$ cat config.mk
export PLATFORM = sky130hd
export DESIGN_NAME = button_conditioner_flat
export DESIGN_NICKNAME = d
export VERILOG_FILES = /design/src/rtl/clock_pkg.sv /design/src/rtl/button_conditioner_if.sv /design/src/rtl/btn_channel.sv /design/src/rtl/button_conditioner.sv /design/src/flat_wrapper.sv
export SDC_FILE = /design/constraint.sdc
export NUM_CORES = 1
export LEC_CHECK = 0
export ABC_AREA = 1
export CORE_MARGIN = 5
export CORE_UTILIZATION = 35
export CTS_BUF_LIST = sky130_fd_sc_hd__clkbuf_4 sky130_fd_sc_hd__clkbuf_8
export CTS_CLUSTER_SIZE = 12
export DETAILED_ROUTE_END_ITERATION = 10
export GPL_TIMING_DRIVEN = 0
export PLACE_DENSITY = 0.47
export SLEW_MARGIN = 10
export SYNTH_ARGS = -nofsm -noshare
export SYNTH_HDL_FRONTEND = slang
export SYNTH_HIERARCHICAL = 1
export SYNTH_SLANG_ARGS = --single-unit
$ cat constraint.sdc
create_clock -name mclk -period 2.4 [get_ports mclk]
set_input_delay 0.48 -clock mclk [delete_from_list [all_inputs] [get_ports mclk]]
set_output_delay 0.48 -clock mclk [all_outputs]
set_load 0.05 [all_outputs]
$ cat src/rtl/clock_pkg.sv
// Shared definitions for the clock front end: mode encodings, button
// indices, press-FSM states and the mode-cycling helper.
package clock_pkg;

    typedef enum logic [1:0] {
        MODE_DEFAULT   = 2'd0,
        MODE_SET_TIME  = 2'd1,
        MODE_SET_ALARM = 2'd2,
        MODE_SET_DATE  = 2'd3
    } clk_mode_e;

    localparam int BTN_UNITS = 0;
    localparam int BTN_TENS  = 1;
    localparam int BTN_3     = 2;
    localparam int BTN_AMPM  = 3;
    localparam int NUM_BTNS  = 4;

    typedef enum logic [1:0] {
        IDLE   = 2'd0,
        HELD   = 2'd1,
        REPEAT = 2'd2
    } press_state_e;

    // Next mode on a short press of the mode button, wrapping 3 -> 0.
    function automatic clk_mode_e next_mode(input clk_mode_e m);
        return clk_mode_e'(m + 2'd1);
    endfunction

endpackage

$ cat src/rtl/button_conditioner_if.sv
// Board-side bundle between the button pins and the clock top level.
// master: the pins / consumer side; slave: the conditioner itself.
interface button_conditioner_if;
    import clock_pkg::*;

    logic [NUM_BTNS-1:0] pButton;
    logic                mode_btn;
    logic [NUM_BTNS-1:0] vButton;
    logic [1:0]          clk_mode;

    modport master (
        output pButton,
        output mode_btn,
        input  vButton,
        input  clk_mode
    );

    modport slave (
        input  pButton,
        input  mode_btn,
        output vButton,
        output clk_mode
    );

endinterface

$ cat src/rtl/btn_channel.sv
// One button channel: 2-flop synchroniser, debounce counter and the
// IDLE/HELD/REPEAT press FSM producing press and hold/repeat pulses.
// The pulses are registered on the same edge that accepts the new level,
// so the top level can register its outputs one edge later.
module btn_channel
    import clock_pkg::*;
#(
    parameter int DEBOUNCE_CYCLES = 400000,
    parameter int HOLD_CYCLES     = 10000000,
    parameter int REPEAT_CYCLES   = 4000000,
    parameter bit HOLD_EN         = 1'b1,
    parameter bit REPEAT_EN       = 1'b1
) (
    input  logic mclk,
    input  logic rst,
    input  logic raw,
    output logic press_pulse,
    output logic hold_pulse
);

    localparam int DB_W  = $clog2(DEBOUNCE_CYCLES + 1);
    localparam int HLD_W = $clog2(HOLD_CYCLES + 1);
    localparam int REP_W = $clog2(REPEAT_CYCLES + 1);

    localparam logic [DB_W-1:0]  DB_LAST  = DB_W'(DEBOUNCE_CYCLES - 1);
    localparam logic [HLD_W-1:0] HLD_LAST = HLD_W'(HOLD_CYCLES - 1);
    localparam logic [REP_W-1:0] REP_LAST = REP_W'(REPEAT_CYCLES - 1);

    logic [1:0]       sync;
    logic             stable;
    logic [DB_W-1:0]  db_cnt;
    logic [HLD_W-1:0] hold_cnt;
    logic [REP_W-1:0] rep_cnt;
    press_state_e     state;

    logic accept;
    logic rise;
    logic fall;

    // The counter only ever runs while the synchronised level disagrees
    // with stable, so reaching DB_LAST here is the D-th mismatch.
    assign accept = (sync[1] != stable) && (db_cnt >= DB_LAST);
    assign rise   = accept &&  sync[1];
    assign fall   = accept && !sync[1];

    // Synchronise the raw level and debounce it into stable.
    always_ff @(posedge mclk) begin
        // NOTE: sequential state uses non-blocking assignments so every
        // flop samples pre-edge values; blocking here would collapse the
        // two synchroniser stages into one.
        if (rst) begin
            sync   <= 2'b00;
            stable <= 1'b0;
            db_cnt <= '0;
        end else begin
            sync <= {sync[0], raw};
            if (sync[1] == stable) begin
                db_cnt <= '0;
            end else if (db_cnt >= DB_LAST) begin
                stable <= sync[1];
                db_cnt <= '0;
            end else begin
                db_cnt <= db_cnt + 1'b1;
            end
        end
    end

    // Press FSM: press pulse on accepted rise, hold then periodic repeats.
    always_ff @(posedge mclk) begin
        if (rst) begin
            state       <= IDLE;
            press_pulse <= 1'b0;
            hold_pulse  <= 1'b0;
            hold_cnt    <= '0;
            rep_cnt     <= '0;
        end else begin
            press_pulse <= 1'b0;
            hold_pulse  <= 1'b0;
            if (fall) begin
                state <= IDLE;
            end else begin
                case (state)
                    IDLE: begin
                        if (rise) begin
                            press_pulse <= 1'b1;
                            hold_cnt    <= '0;
                            state       <= HELD;
                        end
                    end
                    HELD: begin
                        // Without hold support the channel just waits for release.
                        if (HOLD_EN) begin
                            if (hold_cnt >= HLD_LAST) begin
                                hold_pulse <= 1'b1;
                                rep_cnt    <= '0;
                                state      <= REPEAT;
                            end else begin
                                hold_cnt <= hold_cnt + 1'b1;
                            end
                        end
                    end
                    REPEAT: begin
                        if (REPEAT_EN) begin
                            if (rep_cnt >= REP_LAST) begin
                                hold_pulse <= 1'b1;
                                rep_cnt    <= '0;
                            end else begin
                                rep_cnt <= rep_cnt + 1'b1;
                            end
                        end
                    end
                    default: state <= IDLE;
                endcase
            end
        end
    end

endmodule

$ cat src/rtl/button_conditioner.sv
// Button front end: five conditioned channels, the clk_mode register and
// the masking that suppresses digit pulses while the mode is changing.
module button_conditioner
    import clock_pkg::*;
#(
    parameter int DEBOUNCE_CYCLES = 400000,
    parameter int HOLD_CYCLES     = 10000000,
    parameter int REPEAT_CYCLES   = 4000000
) (
    input  logic               mclk,
    input  logic               rst,
    button_conditioner_if.slave bus
);

    logic [NUM_BTNS-1:0] btn_press;
    logic [NUM_BTNS-1:0] btn_hold;
    logic [NUM_BTNS-1:0] btn_pulse;
    logic                mode_press;
    logic                mode_hold;

    clk_mode_e           clk_mode_q;
    clk_mode_e           mode_next;
    logic                mode_change;
    logic [NUM_BTNS-1:0] vbutton_q;

    // Digit buttons auto-repeat; setampm only ever produces its press pulse.
    for (genvar i = 0; i < NUM_BTNS; i++) begin : g_btn
        btn_channel #(
            .DEBOUNCE_CYCLES (DEBOUNCE_CYCLES),
            .HOLD_CYCLES     (HOLD_CYCLES),
            .REPEAT_CYCLES   (REPEAT_CYCLES),
            .HOLD_EN         (i != BTN_AMPM),
            .REPEAT_EN       (i != BTN_AMPM)
        ) u_chan (
            .mclk        (mclk),
            .rst         (rst),
            .raw         (bus.pButton[i]),
            .press_pulse (btn_press[i]),
            .hold_pulse  (btn_hold[i])
        );
    end

    // Mode button: long press escapes to default once, never repeats.
    btn_channel #(
        .DEBOUNCE_CYCLES (DEBOUNCE_CYCLES),
        .HOLD_CYCLES     (HOLD_CYCLES),
        .REPEAT_CYCLES   (REPEAT_CYCLES),
        .HOLD_EN         (1'b1),
        .REPEAT_EN       (1'b0)
    ) u_mode (
        .mclk        (mclk),
        .rst         (rst),
        .raw         (bus.mode_btn),
        .press_pulse (mode_press),
        .hold_pulse  (mode_hold)
    );

    assign btn_pulse = btn_press | btn_hold;

    // Next mode and whether this edge actually changes it.
    always_comb begin
        // NOTE: default first so every path assigns mode_next; a missing
        // else would infer a latch.
        mode_next = clk_mode_q;
        if (mode_hold) begin
            mode_next = MODE_DEFAULT;
        end else if (mode_press) begin
            mode_next = next_mode(clk_mode_q);
        end
        mode_change = (mode_next != clk_mode_q);
    end

    // Register mode and pulses together; digit pulses drop on a mode change.
    always_ff @(posedge mclk) begin
        if (rst) begin
            clk_mode_q <= MODE_DEFAULT;
            vbutton_q  <= '0;
        end else begin
            clk_mode_q <= mode_next;
            vbutton_q  <= {btn_pulse[BTN_AMPM],
                           btn_pulse[BTN_3:BTN_UNITS] & ~{3{mode_change}}};
        end
    end

    assign bus.vButton  = vbutton_q;
    assign bus.clk_mode = clk_mode_q;

endmodule

$ cat src/flat_wrapper.sv
// flat-port wrapper written by rule: the top's interface ports become plain ports
module button_conditioner_flat import clock_pkg::*;
#(
    parameter int DEBOUNCE_CYCLES = 400000,
    parameter int HOLD_CYCLES     = 10000000,
    parameter int REPEAT_CYCLES   = 4000000
)
  (mclk, rst, bus_pButton, bus_mode_btn, bus_vButton, bus_clk_mode);
  button_conditioner_if bus_i ();
  input  logic mclk;
  input  logic rst;
  input wire logic [$bits(bus_i.pButton)-1:0] bus_pButton;
  input wire logic [$bits(bus_i.mode_btn)-1:0] bus_mode_btn;
  output wire logic [$bits(bus_i.vButton)-1:0] bus_vButton;
  output wire logic [$bits(bus_i.clk_mode)-1:0] bus_clk_mode;
  assign bus_i.pButton = bus_pButton;
  assign bus_i.mode_btn = bus_mode_btn;
  assign bus_vButton = bus_i.vButton;
  assign bus_clk_mode = bus_i.clk_mode;
  button_conditioner #(.DEBOUNCE_CYCLES(DEBOUNCE_CYCLES), .HOLD_CYCLES(HOLD_CYCLES), .REPEAT_CYCLES(REPEAT_CYCLES)) u_core (.mclk(mclk), .rst(rst), .bus(bus_i));
endmodule
# After elaboration in Yosys (flattened, before gate mapping)

Index checks and enable logic that the tools add are counted.

Add/subtract/negate cells: 13
Magnitude comparators: 12
Eq/ne operators: 34
Muxes and demuxes: 52
Bitwise operators: 23
Reduce and logical (&&, ||, !) cells: 66

Operators with widths:

| kind                    | number |
|---|---|
| $mux W24                | 8 |
| $pmux W24 S2            | 4 |
| $mux W22                | 6 |
| $pmux W22 S2            | 3 |
| $add A24 B1 Y24 const B | 4 |
| $ge A24 B24 Y1 const B  | 4 |
| $add A19 B1 Y19 const B | 5 |
| $ge A19 B19 Y1 const B  | 5 |
| $add A22 B1 Y22 const B | 3 |
| $ge A22 B22 Y1 const B  | 3 |
| $reduce_or A3 Y1        | 11 |
| $ne A2 B2 Y1 const B    | 13 |
| $pmux W2 S3             | 4 |
| $mux W2                 | 11 |
| $reduce_and A3 Y1       | 7 |
| $not A1 Y1              | 20 |
| $reduce_and A4 Y1       | 4 |
| $logic_and A1 B1 Y1     | 15 |
| $reduce_bool A2 Y1      | 7 |
| $mux W1                 | 12 |
| $reduce_and A2 Y1       | 6 |
| $reduce_or A2 Y1        | 6 |
| $eq A2 B1 Y1 const B    | 5 |
| $eq A2 B2 Y1 const B    | 5 |
| 11 further kinds        | 29 |

Flip-flop bits (word level): 297
Input port bits: 7
Output and inout bits: 6
Logic and storage cells: 238

# Logic depth before layout (Yosys ltp)

Gate-level depths: netlist of the first run.

Depth in word-level cells: 6
Mapped depth: 14
Depth with buffers taken out: 13

# Modules after synthesis

The synthesis of the first run kept the hierarchy.

Modules (own cells, without submodules):

| module                                   | times used | cells each | area each (um^2) | sequential area each (um^2) |
|---|---|---|---|---|
| btn_channel (u_core.g_btn[1].u_chan ...) | 2          | 730        | 4580.6           | 1441.4 |
| btn_channel (u_core.g_btn[0].u_chan)     | 1          | 743        | 4558.1           | 1441.4 |
| btn_channel (u_core.u_mode)              | 1          | 478        | 3051.7           | 1001.0 |
| btn_channel (u_core.g_btn[3].u_chan)     | 1          | 179        | 1236.2           | 480.5 |
| button_conditioner                       | 1          | 29         | 224.0            | 120.1 |

# Worst setup path before layout of the first run

No wires, ideal clock.

Kind: reg-to-reg
From: reg u_core.g_btn[1].u_chan.hold_cnt[0]
To: reg u_core.g_btn[1].u_chan.hold_cnt[12]
Library setup time: 111 ps
Data arrival time: 1744 ps
Required time: 2289 ps
Setup slack: 545 ps
Cell stages (with the launch flop): 14
Path buffers: 1
Clock period less this slack: 1855 ps
Path through: dfxtp_1 > ha_1 > nand3_1 > inv_2 > nand3_1 > nand2_1 > nand3_1 > nand3_1 > nand2_2 > nand3_4 > inv_4 > buf_12 > nor2_2 > nor2_2

Word-level cells in the longest chain between the ends: 3
Elaborated cells between the ends (all ways): 6
Classes of those cells: 1 x add/sub; 1 x order compare; 1 x eq/ne; 2 x mux; 1 x reduce/logical

Ends and longest elaborated chain:

| what                                                     | RTL line                             | source |
|---|---|---|
| start, declared                                          | btn_channel.sv:32                    | `logic [HLD_W-1:0] hold_cnt;` |
| start signal, assigned                                   | btn_channel.sv:98                    | `hold_cnt <= hold_cnt + 1'b1;` |
| $add A24 B1 Y24 / $ge A24 B24 Y1 (equally long branches) | btn_channel.sv:98, btn_channel.sv:93 |  |
| $mux W24 / $ne A2 B2 Y1 (equally long branches)          | n/a                                  |  |
| $pmux W24 S2 / $reduce_and A4 Y1 (equally long branches) | n/a                                  |  |

Parallel ways exist; a longest one is shown, timed or not. The select of a mux whose other input is x is not followed.
A chain may end at the register's enable or synchronous reset.

# Worst setup path in the final report of the first run

From: reg u_core.vbutton_q[1], in the netlist u_core/bus.vButton[1]
To: out bus_vButton[1]

RTL lines:

| what                   | RTL line                 | source |
|---|---|---|
| start, declared        | button_conditioner.sv:24 | `logic [NUM_BTNS-1:0] vbutton_q;` |
| start signal, assigned | button_conditioner.sv:80 | `vbutton_q <= {btn_pulse[BTN_AMPM],` |
| end, declared          | flat_wrapper.sv:14       | `output wire logic [$bits(bus_i.vButton)-1:0] bus_vButton;` |

No word-level cell between the ends.

==> qor.txt, run 1 <==
Detailed Route WL - 48.7 mm
Final setup violating endpoints - 0
Netlist Area Pre-Place - 0.0182 mm^2
Synth Flop Type - dfxtp_1
Slew HR - 57.6%
Layout Skew - 18.6 ps
Critical-path top delay cell - clkdlybuf4s50_1
Final GP Congestion - 0.898
Number of inserted diodes - 0
Die Wd - 238 um
Antenna violations before repair - 0
Worst-Skew Late Latency - 640 ps
Via density - 4.83
Antenna viol nets, final - 0
CTS Hold Bufs - 0
Max-slew violations - 0
Avg Inst Size Synth - 6.31 um^2
Vias in the first global route - 16900
Max Fanout on Critical Path - 1
Inserted Clock Buffers - 58
Pwr dens - 515 mW/mm^2
Synthesized flop and latch total - 296
H-tree Lvls - 2
Core Region - 0.0515 mm^2
Placed wire-length estimate - 35.4 mm
First-pass GRT wire length - 82.7 mm
Worst setup margin - 108 ps
Total grt overflow - 0
WL per Instance - 13.2 um
Sequential area share after synthesis - 32.5%
Layout cells sized above 1 - 10.8%
Fin crit period - 2290 ps
Clock root buffer - clkbuf_8
Worst-path cell chain - clkdlybuf4s50_1
Maxcap violations - 0
Peak VDD IR - 0.361 mV
Final hold violation count - 0
Crit path DAT - 1810 ps
Clock sink total - 296
PortBufs - 12
FP Rows - 83
CP required - 1920 ps
CP Launch Type - flip-flop
Status - completed
Total track usage - 16.9%
EDFF count, synth - 0
Gate Count Post-Synth - 2889
Initial drt markers - 1108
Nets - 2990
CP delay by family, top - buffers and inverters
Finished layout cell area - 0.0206 mm^2
Longest Clk Path Bufs - 3
Setup CP Type - flip-flop to primary output
Worst setup EP type - primary output
Crit path largest cell delay - 820 ps
CTS tree - built
Die area - 0.0568 mm^2
Post-synth cell types - 50
Starting Density - 35.4%
Buf/Inv on CP - 1
RSZ-0062 raised after global routing - false
Yosys Warn Count - 6
Worst Tran Pin Value - 637 ps
Most frequent cells in the layout - nand2_1 (776), nor2_1 (526), dfxtp_1 (293)
Synth Net Count - 2917
DR DRC count - 0
Die H - 238 um
Synth async-reset ratio - 0%
Dpl ws - -89.3 ps
# fillers - 5712
Area Growth Syn to Fin - 12.8%
Min-Delay Path Class - input port to flip-flop
Largest net degree at the start of global routing - 20
Multi-input logic area - 0.0108 mm^2
Tcrit/Tclk final - 95.5%
Via count - 17800
Most common cell after layout, fill and taps aside - nand2_1
Post-DP Area - 0.0192 mm^2
P_leak - 0.00706 uW
Register area - 0.00593 mm^2
Ports - 13
Clock slew at the register clock pins of the worst setup and hold paths - 50 ps
Max Freq - 0.436 GHz
Drt pass-1 iters - 5
[kinds of logic after synthesis]
group / count (synthesis) / synth area share [%]
compound gates: 239 / 7.35
xor+xnor: 102 / 4.90
fa+ha+maj: 21 / 1.44
buf+inv: 365 / 8.32
flops: 296 / 32.5
other cells: 1 / 0.0206
simple gates: 1865 / 45.5
[per-layer routing]
layer / vias up / global-route usage (%) / wire, um
met5: - / 0 / 0
met4: 0 / 5.30 / 1170
met3: 86 / 2.62 / 1860
met2: 271 / 27.0 / 21300
met1: 8029 / 23.6 / 24300
li1: 9437 / - / -
[flip-flops by register name (all words and copies together), names as in the netlist, 2 cells and up]
signal                           count
u_core/g_btn.u_chan/state            7
u_core/g_btn.u_chan/db_cnt          76
u_core/g_btn.u_chan/hold_pulse       3
u_core/g_btn.u_chan/sync             8
u_core/u_mode/sync                   2
u_core/g_btn.u_chan/stable           4
u_core/u_mode/hold_cnt              24
u_core/g_btn.u_chan/rep_cnt         66
u_core/u_mode/state                  2
u_core/bus.clk_mode                  2
u_core/u_mode/db_cnt                19
u_core/bus.vButton                   4
u_core/g_btn.u_chan/hold_cnt        72
u_core/g_btn.u_chan/press_pulse      4
[layout make-up]
cell class,instances,share of cell area (%)
plain buffers,88,2.38
multi-input cells,2228,52.8
clock buffers,99,6.05
inverters,277,5.08
flip-flops and latches,296,28.9
clock inverters,6,0.146
well taps,680,4.14
repair buffers,13,0.572
[final timing paths]
kind | start | endpoint | slack (ps) | depth (start not counted)
hold reg to reg | u_core/g_btn[2].u_chan/sync[0] | u_core/g_btn[2].u_chan/sync[1] | 400 | 2
hold / removal | bus_pButton[0] | u_core/g_btn[0].u_chan/sync[0] | 370 | 3
setup / recovery | u_core/bus.vButton[1] | bus_vButton[1] | 110 | 1
setup reg to reg | u_core/u_mode/hold_cnt[0] | u_core/u_mode/hold_cnt[22] | 200 | 11
[repair_timing]
| action | 4_1_cts | 5_1_grt |
|---|---|---|
| setup buffers | 0 | 1 |
| gates resized for setup | 7 | 20 |
| pin swaps | 0 | 1 |
| setup endpoints to repair | 43 | 130 |
[cell usage after synthesis (10+ instances only)]
cell	count	area, um^2
a21oi_1	156	781
buf_2	36	180
clkbuf_1	35	131
dfxtp_1	296	5930
ha_1	21	263
inv_1	259	972
inv_2	15	56.3
nand2_1	776	2910
nand2_2	12	75.1
nand2_4	11	124
nand3_1	190	951
nand3_2	17	170
nand3b_1	10	75.1
nand4_1	104	651
nor2_1	529	1990
nor2_2	53	332
nor3_1	113	566
nor3b_1	14	105
o21ai_0	45	225
or2_2	13	81.3
xnor2_1	32	280
xor2_1	70	613
[per-stage QoR]
stage | TNS, ps | hold slack, ps | util, % | power, uW | instances
2_1_floorplan | 0 | 388 | - | 5140 | 2889
3_3_place_gp | -106480 | 391 | 37.3 | 5210 | 3581
3_5_place_dp | -1910 | 393 | 37.3 | 5210 | 3581
4_1_cts | 0 | 290 | 39.7 | 10900 | 3686
5_1_grt | 0 | 329 | 39.9 | 11100 | 3687
6_report | 0 | 367 | 39.9 | 10600 | 3687
[power breakdown]
group	switching, uW	internal, uW
sequential	6.45	4930
combinational	122	42.0
clock	2260	3220
total	2390	8190
Note: power is estimated with default switching activity, not from simulation.
==> run 2: changes to the inputs <==
==> constraint.sdc (replaced) <==
create_clock -name mclk -period 2.3 [get_ports mclk]
set_input_delay 0.46 -clock mclk [delete_from_list [all_inputs] [get_ports mclk]]
set_output_delay 0.46 -clock mclk [all_outputs]
set_load 0.05 [all_outputs]
==> run 2 against run 1 <==
Sequential share of layout area down 0.095 points. Final cell count up 0.16%. Via count up 0.35%. Non-clock buffer count up 6. Flip-flop and latch count unchanged. Clock-buffer cell count unchanged. Highest routed layer unchanged.
==> qor.txt, run 2 (synthesis gave the netlist of run 1 again) <==
Status - completed (unchanged)
Biggest regs - u_core/g_btn.u_chan/db_cnt: 76 flops, u_core/g_btn.u_chan/hold_cnt: 72 flops, u_core/g_btn.u_chan/rep_cnt: 66 flops (unchanged)
Worst setup EP type - primary output (unchanged)
CP Capture Point - bus_vButton[3] (was bus_vButton[1])
Reg-to-reg slack, setup - 180 ps (was 200 ps)
Layout cells sized above 1 - 11.3% (was 10.8%)
Drt pass-1 iters - 5 (unchanged)
WL per Instance - 13.2 um (about the same)
Largest net degree at the start of global routing - 20 (unchanged)
CTS tree - built (unchanged)
Crit path largest cell delay - 790 ps (was 820 ps)
Total track usage - 16.9% (unchanged)
CP Launch Type - flip-flop (unchanged)
Maxcap violations - 0 (unchanged)
Area Growth Syn to Fin - 13.2% (was 12.8%)
Vias in the first global route - 16900 (about the same)
Nets - 2996 (was 2990)
Register area - 0.00593 mm^2 (about the same)
Clock sink total - 296 (unchanged)
Starting Density - 35.4% (unchanged)
Inserted Clock Buffers - 58 (unchanged)
PortBufs - 12 (unchanged)
Peak VDD IR - 0.382 mV (was 0.361 mV)
Max Freq - 0.458 GHz
Min-Delay Path Class - input port to flip-flop (unchanged)
Final hold violation count - 0 (unchanged)
Clock slew at the register clock pins of the worst setup and hold paths - 60 ps (was 50 ps)
Layout Skew - 18.7 ps (was 18.6 ps)
Via count - 17900 (was 17800)
Worst-Skew Late Latency - 640 ps (about the same)
Reg with most FFs - u_core/g_btn.u_chan/db_cnt (unchanged)
# fillers - 5712 (unchanged)
Antenna viol nets, final - 0 (unchanged)
Die area - 0.0568 mm^2 (unchanged)
Worst-path cell chain - clkdlybuf4s50_1 (unchanged)
H-tree Lvls - 2 (unchanged)
Worst-case reg-to-reg path depth - 11 (unchanged)
Number of inserted diodes - 0 (unchanged)
Post-DP Area - 0.0192 mm^2 (unchanged)
Max-slew violations - 0 (unchanged)
Initial drt markers - 1083 (was 1108)
Worst r2r src - u_core/u_mode/hold_cnt[0] (unchanged)
End of the worst register-to-register path - u_core/u_mode/hold_cnt[22] (unchanged)
Total grt overflow - 0 (unchanged)
Crit path DAT - 1720 ps (was 1810 ps)
Multi-input logic area - 0.0109 mm^2 (was 0.0108 mm^2)
Most frequent cells in the layout - nand2_1 (776), nor2_1 (525), dfxtp_1 (291) (was nand2_1 (776), nor2_1 (526), dfxtp_1 (293))
Setup CP Type - flip-flop to primary output (unchanged)
Final setup violating endpoints - 0 (unchanged)
Worst path depth - 1 (unchanged)
Setup Total Neg Slack - 0 ps (unchanged)
Fin crit period - 2180 ps
Antenna violations before repair - 0 (unchanged)
Detailed Route WL - 48.8 mm (was 48.7 mm)
Longest Clk Path Bufs - 3 (unchanged)
Core Region - 0.0515 mm^2 (unchanged)
Tcrit/Tclk final - 94.9%
Max reg flops - 76 (unchanged)
Finished layout cell area - 0.0206 mm^2 (about the same)
Ports - 13 (unchanged)
Clock root buffer - clkbuf_8 (unchanged)
CP delay by family, top - buffers and inverters (unchanged)
Final GP Congestion - 0.898 (unchanged)
DR DRC count - 0 (unchanged)
Slew HR - 57.7% (was 57.6%)
Placed wire-length estimate - 35.4 mm (unchanged)
First-pass GRT wire length - 82.7 mm (about the same)
Buf/Inv on CP - 1 (unchanged)
Critical Path Start - u_core/bus.vButton[3] (was u_core/bus.vButton[1])
FP Rows - 83 (unchanged)
Via density - 4.84 (was 4.83)
Worst Tran Pin Value - 634 ps (was 637 ps)
P_leak - 0.00709 uW (was 0.00706 uW)
Most common cell after layout, fill and taps aside - nand2_1 (unchanged)
CP required - 1840 ps (was 1920 ps)
Max Fanout on Critical Path - 1 (unchanged)
CTS Hold Bufs - 0 (unchanged)
Die Wd - 238 um (unchanged)
Pwr dens - 535 mW/mm^2 (was 515 mW/mm^2)
Die H - 238 um (unchanged)
Critical-path top delay cell - clkdlybuf4s50_1 (unchanged)
run 2: final cells by class:
cell class              instances  area share [%]
plain buffers                  88            2.41
clock buffers                  99            6.03
clock inverters                 6           0.146
inverters                     277            5.06
multi-input cells            2228            52.7
flip-flops and latches        296            28.8
well taps                     680            4.12
repair buffers                 19           0.782
run 2: where the power goes:
group / internal [uW] / switching (uW)
sequential: 5140 / 6.73
clock: 3360 / 2350
combinational: 44.0 / 127
total: 8550 / 2490
run 2: what timing repair did:
item	4_1_cts	5_1_grt
endpoints found under the setup margin	122	157
setup buffers	1	6
pin swaps	1	2
resized for setup	12	31
run 2: per-layer routing:
| metal | global-route usage, % | vias to the layer above | part of all wire, % |
|---|---|---|---|
| met5 | 0 | - | 0 |
| met2 | 27.0 | 269 | 44 |
| met4 | 5.30 | 0 | 2.3 |
| met3 | 2.62 | 86 | 3.8 |
| met1 | 23.6 | 8076 | 50 |
| li1 | - | 9454 | - |
run 2: through the flow:
stage | hold WS (ps) | instances | worst slack (ps) | utilization, % | power (uW)
after floorplan | 388 | 2889 | 445 | - | 5370
after global placement | 391 | 3581 | -884 | 37.3 | 5430
after detailed placement | 393 | 3581 | -189 | 37.3 | 5430
after CTS | 270 | 3687 | 0.957 | 39.8 | 11300
after global routing | 309 | 3693 | -4.71 | 40.1 | 11600
final | 348 | 3693 | 117 | 40.1 | 11000
run 2: worst min path at each step:
stage	startpoint	endpoint	slack, ps	depth (start not counted)
after CTS	bus_pButton[1]	u_core/g_btn[1].u_chan/sync[0]	270	3
after global placement	u_core/g_btn[3].u_chan/sync[0]	u_core/g_btn[3].u_chan/sync[1]	390	2
after detailed placement	u_core/g_btn[2].u_chan/sync[0]	u_core/g_btn[2].u_chan/sync[1]	390	2
after floorplan	u_core/g_btn[0].u_chan/sync[0]	u_core/g_btn[0].u_chan/sync[1]	390	2
after global routing	bus_pButton[1]	u_core/g_btn[1].u_chan/sync[0]	310	3
final	bus_pButton[0]	u_core/g_btn[0].u_chan/sync[0]	350	3
